--- src/rtl/y86_pkg.sv ---
`default_nettype none
// ============================================================================
//  Module      : y86_pkg
//  Description : Shared Y86-64 definitions: icode values, the maximum
//                instruction length in bytes and the byte loader state type.
//  Revision    : 1.0 - initial release
// ============================================================================
package y86_pkg;

    localparam logic [3:0] ICODE_HALT   = 4'h0;
    localparam logic [3:0] ICODE_NOP    = 4'h1;
    localparam logic [3:0] ICODE_RRMOVQ = 4'h2;
    localparam logic [3:0] ICODE_IRMOVQ = 4'h3;
    localparam logic [3:0] ICODE_RMMOVQ = 4'h4;
    localparam logic [3:0] ICODE_MRMOVQ = 4'h5;
    localparam logic [3:0] ICODE_OPQ    = 4'h6;
    localparam logic [3:0] ICODE_JXX    = 4'h7;
    localparam logic [3:0] ICODE_CALL   = 4'h8;
    localparam logic [3:0] ICODE_RET    = 4'h9;
    localparam logic [3:0] ICODE_PUSHQ  = 4'hA;
    localparam logic [3:0] ICODE_POPQ   = 4'hB;

    localparam int MAX_INSTR_BYTES = 10;

    typedef enum logic [1:0] {
        LD_IDLE  = 2'd0,
        LD_FETCH = 2'd1,
        LD_DONE  = 2'd2
    } loader_state_t;

endpackage
`default_nettype wire

--- src/rtl/ilen_decode.sv ---
`default_nettype none
// ============================================================================
//  Module      : ilen_decode
//  Description : Combinational icode -> instruction length decoder.
//                Unknown icodes report valid=0 and a length of 1.
//  Ports       : icode (in, 4)  high nibble of instruction byte 0
//                len   (out, 4) instruction length in bytes
//                valid (out, 1) icode is a defined Y86-64 instruction
//  Revision    : 1.0 - initial release
// ============================================================================
module ilen_decode
    import y86_pkg::*;
(
    input  logic [3:0] icode,
    output logic [3:0] len,
    output logic       valid
);

    always_comb begin
        len   = 4'd1;
        valid = 1'b1;
        case (icode)
            ICODE_HALT, ICODE_NOP, ICODE_RET:                len = 4'd1;
            ICODE_RRMOVQ, ICODE_OPQ, ICODE_PUSHQ, ICODE_POPQ: len = 4'd2;
            ICODE_JXX, ICODE_CALL:                           len = 4'd9;
            ICODE_IRMOVQ, ICODE_RMMOVQ, ICODE_MRMOVQ:        len = 4'd10;
            default: begin
                len   = 4'd1;
                valid = 1'b0;
            end
        endcase
    end

endmodule
`default_nettype wire

--- src/rtl/instr_byte_loader.sv ---
`default_nettype none
// ============================================================================
//  Module      : instr_byte_loader
//  Description : Reads a byte-wide synchronous instruction memory one byte
//                per cycle starting at a requested PC and presents the
//                80-bit big-first window {mem[PC], ..., mem[PC+9]} with a
//                valid/ready handshake, a range error and an icode error.
//  Ports       : clk, rst_n (async, active low)
//                req_valid/req_pc/req_ready   PC request handshake
//                flush                        abort current fetch/result
//                mem_rd_en/mem_addr/mem_rdata synchronous memory port
//                instr/instr_pc/instr_len     presented instruction window
//                instr_valid/instr_ready      result handshake
//                mem_error, instr_err         window flags
//  Options     : ILEN_EARLY_EN - stop after the length decoded from byte 0
//  Revision    : 1.0 - initial release
// ============================================================================
module instr_byte_loader
    import y86_pkg::*;
#(
    parameter  int MEM_DEPTH = 1024,
    parameter  int PC_W      = 64,
    localparam int AW        = $clog2(MEM_DEPTH)
) (
    input  logic            clk,
    input  logic            rst_n,
    input  logic            req_valid,
    input  logic [PC_W-1:0] req_pc,
    output logic            req_ready,
    input  logic            flush,
    output logic            mem_rd_en,
    output logic [AW-1:0]   mem_addr,
    input  logic [7:0]      mem_rdata,
    output logic [0:79]     instr,
    output logic [PC_W-1:0] instr_pc,
    output logic [3:0]      instr_len,
    output logic            instr_valid,
    input  logic            instr_ready,
    output logic            mem_error,
    output logic            instr_err
);

    localparam logic [3:0]  C_MAX_LEN = 4'(MAX_INSTR_BYTES);
    localparam logic [PC_W:0] C_DEPTH = (PC_W+1)'(MEM_DEPTH);

    loader_state_t   r_state;
    logic [PC_W-1:0] r_base;
    logic            r_issuing;     // a slot is on the memory port this cycle
    logic [3:0]      r_issue_idx;
    logic            r_cap_valid;   // mem_rdata carries slot r_cap_idx
    logic [3:0]      r_cap_idx;
    logic            r_cap_oor;     // that slot was out of range (no read)
    logic [3:0]      r_cap_cnt;
    logic [0:79]     r_instr;
    logic [PC_W-1:0] r_instr_pc;
    logic [3:0]      r_len;         // byte limit; final value is instr_len
    logic            r_instr_valid;
    logic            r_mem_error;
    logic            r_instr_err;
    logic            r_mem_rd_en;
    logic [AW-1:0]   r_mem_addr;

    logic [7:0]      w_cap_byte;
    logic            w_cap_first;
    logic [3:0]      w_dec_len;
    logic            w_dec_valid;
    logic [3:0]      w_limit;
    logic [PC_W-1:0] w_base_sel;
    logic [3:0]      w_next_idx;
    logic [PC_W:0]   w_slot_sum;
    logic            w_slot_oor;
    logic [3:0]      w_cap_cnt_next;

    // Out-of-range slots never touch memory and read as zero.
    assign w_cap_byte  = r_cap_oor ? 8'h00 : mem_rdata;
    assign w_cap_first = r_cap_valid && (r_cap_idx == 4'd0);

    ilen_decode u_ilen_decode (
        .icode (w_cap_byte[7:4]),
        .len   (w_dec_len),
        .valid (w_dec_valid)
    );

`ifdef ILEN_EARLY_EN
    // While byte 0 is on mem_rdata the decoded length already bounds the
    // next issue, so at most slot 1 is read beyond a 1-byte instruction.
    assign w_limit = w_cap_first ? w_dec_len : r_len;
`else
    logic w_unused_len;
    assign w_unused_len = ^w_dec_len;
    assign w_limit      = C_MAX_LEN;
`endif

    // Address of the slot that will be presented after the coming edge.
    // The extra top bit catches a PC add that wraps past 2^PC_W.
    assign w_base_sel     = (r_state == LD_IDLE) ? req_pc : r_base;
    assign w_next_idx     = (r_state == LD_IDLE) ? 4'd0 : (r_issue_idx + 4'd1);
    assign w_slot_sum     = {1'b0, w_base_sel} + {{(PC_W-3){1'b0}}, w_next_idx};
    assign w_slot_oor     = (w_slot_sum >= C_DEPTH);
    assign w_cap_cnt_next = r_cap_cnt + 4'd1;

    always_ff @(posedge clk or negedge rst_n) begin
        if (!rst_n) begin
            r_state       <= LD_IDLE;
            r_base        <= '0;
            r_issuing     <= 1'b0;
            r_issue_idx   <= 4'd0;
            r_cap_valid   <= 1'b0;
            r_cap_idx     <= 4'd0;
            r_cap_oor     <= 1'b0;
            r_cap_cnt     <= 4'd0;
            r_instr       <= '0;
            r_instr_pc    <= '0;
            r_len         <= 4'd0;
            r_instr_valid <= 1'b0;
            r_mem_error   <= 1'b0;
            r_instr_err   <= 1'b0;
            r_mem_rd_en   <= 1'b0;
            r_mem_addr    <= '0;
        end else begin
            case (r_state)
                LD_IDLE: begin
                    if (req_valid) begin
                        r_base      <= req_pc;
                        r_instr_pc  <= req_pc;
                        r_instr     <= '0;
                        r_mem_error <= 1'b0;
                        r_instr_err <= 1'b0;
                        r_len       <= C_MAX_LEN;
                        r_cap_cnt   <= 4'd0;
                        r_cap_valid <= 1'b0;
                        r_issue_idx <= 4'd0;
                        r_issuing   <= 1'b1;
                        r_mem_rd_en <= ~w_slot_oor;
                        r_mem_addr  <= w_slot_sum[AW-1:0];
                        r_state     <= LD_FETCH;
                    end
                end

                LD_FETCH: begin
                    if (flush) begin
                        r_state       <= LD_IDLE;
                        r_instr_valid <= 1'b0;
                        r_issuing     <= 1'b0;
                        r_mem_rd_en   <= 1'b0;
                        r_cap_valid   <= 1'b0;
                    end else begin
                        // The slot on the port now is sampled by memory at
                        // this edge; its data is captured one edge later.
                        r_cap_valid <= r_issuing;
                        r_cap_idx   <= r_issue_idx;
                        r_cap_oor   <= ~r_mem_rd_en;

                        if (r_issuing && (w_next_idx < w_limit)) begin
                            r_issue_idx <= w_next_idx;
                            r_mem_rd_en <= ~w_slot_oor;
                            r_mem_addr  <= w_slot_sum[AW-1:0];
                        end else begin
                            r_issuing   <= 1'b0;
                            r_mem_rd_en <= 1'b0;
                        end

                        if (r_cap_valid) begin
                            r_instr[8*r_cap_idx +: 8] <= w_cap_byte;
                            r_mem_error <= r_mem_error | r_cap_oor;
                            r_cap_cnt   <= w_cap_cnt_next;
                            if (w_cap_first) begin
                                r_instr_err <= ~w_dec_valid;
                                r_len       <= w_limit;
                            end
                            if (w_cap_cnt_next == w_limit) begin
                                r_state       <= LD_DONE;
                                r_instr_valid <= 1'b1;
                                r_issuing     <= 1'b0;
                                r_mem_rd_en   <= 1'b0;
                                r_cap_valid   <= 1'b0;
                            end
                        end
                    end
                end

                LD_DONE: begin
                    if (flush || instr_ready) begin
                        r_state       <= LD_IDLE;
                        r_instr_valid <= 1'b0;
                    end
                end

                default: begin
                    r_state       <= LD_IDLE;
                    r_instr_valid <= 1'b0;
                    r_issuing     <= 1'b0;
                    r_mem_rd_en   <= 1'b0;
                    r_cap_valid   <= 1'b0;
                end
            endcase
        end
    end

    assign req_ready   = (r_state == LD_IDLE) && rst_n;
    assign mem_rd_en   = r_mem_rd_en;
    assign mem_addr    = r_mem_addr;
    assign instr       = r_instr;
    assign instr_pc    = r_instr_pc;
    assign instr_len   = r_len;
    assign instr_valid = r_instr_valid;
    assign mem_error   = r_mem_error;
    assign instr_err   = r_instr_err;

endmodule
`default_nettype wire
--- config.mk ---
export PLATFORM = sky130hd
export DESIGN_NAME = instr_byte_loader
export DESIGN_NICKNAME = d
export VERILOG_FILES = /design/src/rtl/y86_pkg.sv /design/src/rtl/ilen_decode.sv /design/src/rtl/instr_byte_loader.sv
export SDC_FILE = /design/constraint.sdc
export NUM_CORES = 1
export LEC_CHECK = 0
export CORE_MARGIN = 10
export CORE_UTILIZATION = 55
export CTS_CLUSTER_DIAMETER = 30
export DETAILED_ROUTE_END_ITERATION = 8
export PLACE_DENSITY = 0.93
export SLEW_MARGIN = 30
export SYNTH_ARGS = -nofsm -noshare
export SYNTH_HDL_FRONTEND = slang
export SYNTH_HIERARCHICAL = 1
export SYNTH_SLANG_ARGS = --single-unit
--- constraint.sdc ---
create_clock -name clk -period 7.4 [get_ports clk]
set_clock_uncertainty 0.15 [all_clocks]
set_input_delay 0.74 -clock clk [delete_from_list [all_inputs] [get_ports clk]]
set_output_delay 0.74 -clock clk [all_outputs]
set_load 0.01 [all_outputs]
# After elaboration in Yosys (flattened, before gate mapping)
# Index checks and enable logic that the tools add are counted.
# Widths: inputs -> output; s select.
# totals
wordCells	130
in_bits	77
reg_bits	179
out_inout_bits	163
# classes
add_sub_neg	4
n_mux	60
bitwise_logic	8
n_shift	2
reduce_logical	17
eq_ne	22
order_cmp	2
# ops
cell	n
$mux 80	3
$pmux 80 s2	1
$shift 81x34->80 const A	1
$shiftx 81x34->80	1
$bwmux 80	1
$add 64x4->65	1
$ge 65x11->1 const B	1
$mux 64	1
$mux 4	10
$neg 33->34	1
$not 7->33	1
$mux 10	3
$mux 1	24
$pmux 4 s2	3
$eq 4x4->1 const B	5
$pmux 10 s2	1
$eq 4x3->1 const B	4
$reduce_and 4->1	4
$ne 2x2->1 const B	6
$pmux 1 s3	4
$reduce_or 12->1	1
$mux 2	5
$add 4x1->4 const B	2
$eq 4x2->1 const B	2
17 further kinds	29

# Longest topological paths before layout
# depth
depth_word	10
mapped_depth	20
ltp_nobuf	14

# Cells and area by module
# Netlist, hierarchy kept.
# modules_own_cells
mod	area_each_um2	instances	cells_each	seq_area_each_um2
instr_byte_loader	10321.1	1	1203	4404.2
ilen_decode	70.1	1	11	0.0

# Least setup slack after synthesis
# Ideal clock, no wire load.
# synth_timing
path_type	register to register
start	reg r_state[0]
end	reg r_mem_rd_en (netlist: mem_rd_en)
arrival_ps	4771
setup_ps	76
required_ps	7174
stages_incl_launch_ff	20
setup_slack_ps	2403
path_buffers	5
period_less_slack_ps	4997
cell_sequence	dfrtp_1 -> or2_1 -> clkbuf_1 -> clkbuf_1 -> clkbuf_1 -> buf_1 -> clkbuf_1 -> nand2_1 -> nand2_1 -> ha_1 -> fa_1 -> nand3_1 -> a22oi_1 -> nand4_1 -> or4_1 -> or4_1 -> nand2_1 -> and4_1 -> nand4_1 -> o21ai_1
# synth_via
elab_chain_cells	10
elab_cells_between_ends	19
classes_between	add/sub (1); order compare (2); eq/ne (3); mux (8); bitwise (2); reduce/logical (3)
# synth_rtl
element	line_no	rtl
from (decl)	instr_byte_loader.sv:46	loader_state_t r_state;
from (signal assigned)	instr_byte_loader.sv:104	r_state <= LD_IDLE;
from (signal assigned)	instr_byte_loader.sv:136	r_state <= LD_FETCH;
from (signal assigned)	instr_byte_loader.sv:142	r_state <= LD_IDLE;
$logic_not 2->1	instr_byte_loader.sv:96, instr_byte_loader.sv:97, instr_byte_loader.sv:121	
$mux 64 / $mux 4 (equally long branches)	instr_byte_loader.sv:96, instr_byte_loader.sv:97	
$add 64x4->65	instr_byte_loader.sv:98	assign w_slot_sum = {1'b0, w_base_sel} + {{(PC_W-3){1'b0}}, w_next_idx};
$ge 65x11->1	instr_byte_loader.sv:99	assign w_slot_oor = (w_slot_sum >= C_DEPTH);
$not 1->1	instr_byte_loader.sv:134, instr_byte_loader.sv:156	
$mux 1	instr_byte_loader.sv:154	if (r_issuing && (w_next_idx < w_limit)) begin
$mux 1	instr_byte_loader.sv:171	if (w_cap_cnt_next == w_limit) begin
$mux 1	instr_byte_loader.sv:163	if (r_cap_valid) begin
$mux 1	instr_byte_loader.sv:141	if (flush) begin
$pmux 1 s3	instr_byte_loader.sv:121	case (r_state)
to (signal assigned)	instr_byte_loader.sv:134	r_mem_rd_en <= ~w_slot_oor;
to (signal assigned)	instr_byte_loader.sv:156	r_mem_rd_en <= ~w_slot_oor;
to (decl)	instr_byte_loader.sv:60	logic r_mem_rd_en;
# Several ways; a longest one is shown, not always the timed one. The select of a mux whose other input is x is not followed.
# A chain may end at the register's enable or synchronous reset.

# Worst setup path after layout
# layout_timing
start	reg r_state[0]
end	reg r_instr, in the netlist instr[33]
# layout_via
elab_chain_cells	3
elab_cells_between_ends	8
classes_between	eq/ne (4); mux (1); reduce/logical (3)
# layout_rtl
element	line_no	rtl
$eq 2x1->1 / $logic_not 2->1 (equally long branches)	instr_byte_loader.sv:121	
$ne 2x2->1 (no source line) / $reduce_bool 2->1 (equally long branches)	--	
$reduce_and 4->1 (no source line)	--	
to (signal, indexed assignment)	instr_byte_loader.sv:164	r_instr[8*r_cap_idx +: 8] <= w_cap_byte;
to (decl)	instr_byte_loader.sv:54	logic [0:79] r_instr;
# Several ways; a longest one is shown, not always the timed one.

==> flow_summary.toml <==
[sta]
grt_setup_unrepaired = "false"
period_needed_ns = 4.733
tns_ns = 0
setup-violations-final = 0
post-route-period-util = 0.6396
tightest_slew_ns = 0.9529
final_max_slew_viol_count = 0
max_freq_ghz = 0.2113
hold_viol = 0
finalWorstSetupSlack_ns = 2.667
timing.slew.headroom = 0.3647

[pwr]
clkPwrFrac = 0.301
switching_share = 0.3694
comb_power_share = 0.298
seqPwrFrac = 0.401
p_leak_uw = 0.005754
power_switching_uw = 1155
intPower_uw = 1972
p_per_area_mw_per_mm2 = 233.0
vdd_drop_max_mv = 0.1801

[route]
via_count = 10539
drt_pass1_iterations = 6
avgRoutedWirePerCell_um = 21.49
drt-initial-drc-count = 1357
drt-vias-per-instance = 6.380
antenna_left = 0
wl_um = 35500
drc = 0

[setup_path]
cp_data_required_time_ns = 7.54
slowest_delay_ns = 0.98
path_class = "flop to flop"
worstSetupEndpointType = "flop"
slowest_stage = "dfrtp_2"
path_cells = "buf_4, nand2b_1, nor2_2, o22ai_1, nor3b_1, nand2_1, nand3_1, o21ai_0"
r2r_cells = 8
reg2reg_slack_ns = 2.67
critPathLaunchType = "flop"
crit_fanout = 63
crit_arrival_ns = 4.87

[clocking]
cts_setup_buffers = 0
clock-sinks = 176
clockBufferDepth = 2
clock_latency_ns = 0.45
cts_hold_buffers = 0
clock_tree.root_cell = "clkbuf_16"
numCtsBuffers = 17
ctsResizeCount = 0
cts_tree = "yes"
cts.clk_slew.worst_paths_ns = 0.08
cts_max_level = 4

[run_status]
outcome = "completed"

[grt]
grt_pass1_vias = 10354
antenna_found_initial = 0
grt-ovfl-total = 0
grt_max_degree = 84
grtUsageTotal = 0.2838
grt_pass1_wl_um = 56400

[placed_design]
dp_slack_ns = 2.838
numPortBuffers = 237
finalWeightedCongestion = 0.9510
hpwl_um = 25660

[final_layout]
drive_above_1_share = 0.05219
fillers = 1325
nets = 1490
diodes = 0
syn2layout_area_growth_pct = 30.02

[floorplan]
die-area_mm2 = 0.02465
io_pins = 240
coreArea_mm2 = 0.01858
fp.dieW_um = 157.0
dieHeight_um = 157.0
start_util = 0.5557
rows = 50

[job]
maxCapViolCount = 0

[synth]
ys.warnings.count = 6
avgSynthCellArea_um2 = 8.576
synthesis.area_mm2 = 0.01032
syn_inst = 1204

[min_path]
hold_class = "primary input to asynchronous set/reset pin"
==> final timing paths <==
path | startpoint | end
worst min-delay path | rst_n | instr[27]
max in group asynchronous | rst_n | r_state[1]
worst min register to register | instr[59] | instr[59]
worst max register to register | r_state[0] | instr[33]
worst max-delay path | r_state[0] | instr[33]
min in group clk | instr[59] | instr[59]
==> through the flow <==
step | power, uW | std cells | hold slack [ns] | utilization | area, um^2
final | 3128 | 1652 | 0.03858 | 0.7225 | 13420
after global routing | 3278 | 1652 | 0.06679 | 0.7225 | 13420
after CTS | 3121 | 1650 | 0.05213 | 0.7218 | 13410
after detailed placement | 2184 | 1618 | 0.3192 | 0.6880 | 12780
after global placement | 2153 | 1618 | 0.3101 | 0.6880 | 12780
after floorplan | 1734 | 1205 | 0.2944 | - | 10330
==> registers in the layout, summed over array words and instances, names as in the netlist <==
register and cells:
instr_len 1, r_issuing 1, r_cap_cnt 4, instr_valid 1, mem_addr 10, r_cap_valid 1
r_cap_idx 4, instr_pc 64, r_cap_oor 1, instr_err 1, mem_rd_en 1, instr 80
r_issue_idx 4, mem_error 1, r_state 2
==> power by group through the flow <==
stage	logic, uW	clock network, uW	registers, uW
3_5_place_dp	919	0	1260
6_report	931	942	1250
4_1_cts	928	944	1250
5_1_grt	1010	987	1280
2_1_floorplan	477	0	1260
3_3_place_gp	898	0	1260
==> worst max-delay path: cells and delay by family, from the launching register on <==
kind,cells,cell delay (ns)
and+or+nand+nor,5,2.52
DFF,1,0.98
buffers and inverters,1,0.41
AOI/OAI and AO/OA,2,0.51
==> routing by layer <==
layer | track usage | up-vias | wire (um)
li1 | - | 4722 | -
met1 | 0.3554 | 5034 | 13830
met2 | 0.4594 | 664 | 17000
met3 | 0.06687 | 119 | 3222
met4 | 0.1242 | 0 | 1450
met5 | 0 | - | 0
==> layout by cell type (no fill, tap or decap), drive strengths merged, types with 10 or more instances in the layout <==
cell,instances
a21oi,23
a22oi,13
a31oi,11
and2,10
and3,17
buf,10
clkbuf,19
clkdlybuf4s50,236
dfrtp,176
inv,17
mux2i,48
nand2,311
nand2b,11
nand3,89
nand4,21
nand4bb,12
nor2,34
nor3,20
o211ai,39
o21ai,122
or4bb,16
xnor2,16
xor2,22
==> final cells by class <==
cell class / instances / area [um^2] / share of cell area
Clock buffer: 17 / 425.4 / 0.03169
Clock inverter: 15 / 201.4 / 0.01501
Inverter: 11 / 41.29 / 0.003076
Multi-Input combinational cell: 951 / 5602 / 0.4173
Sequential cell: 176 / 4407 / 0.3283
Tap cell: 234 / 292.8 / 0.02181
Timing Repair Buffer: 248 / 2455 / 0.1829
Power figures use the tool's default switching activity.
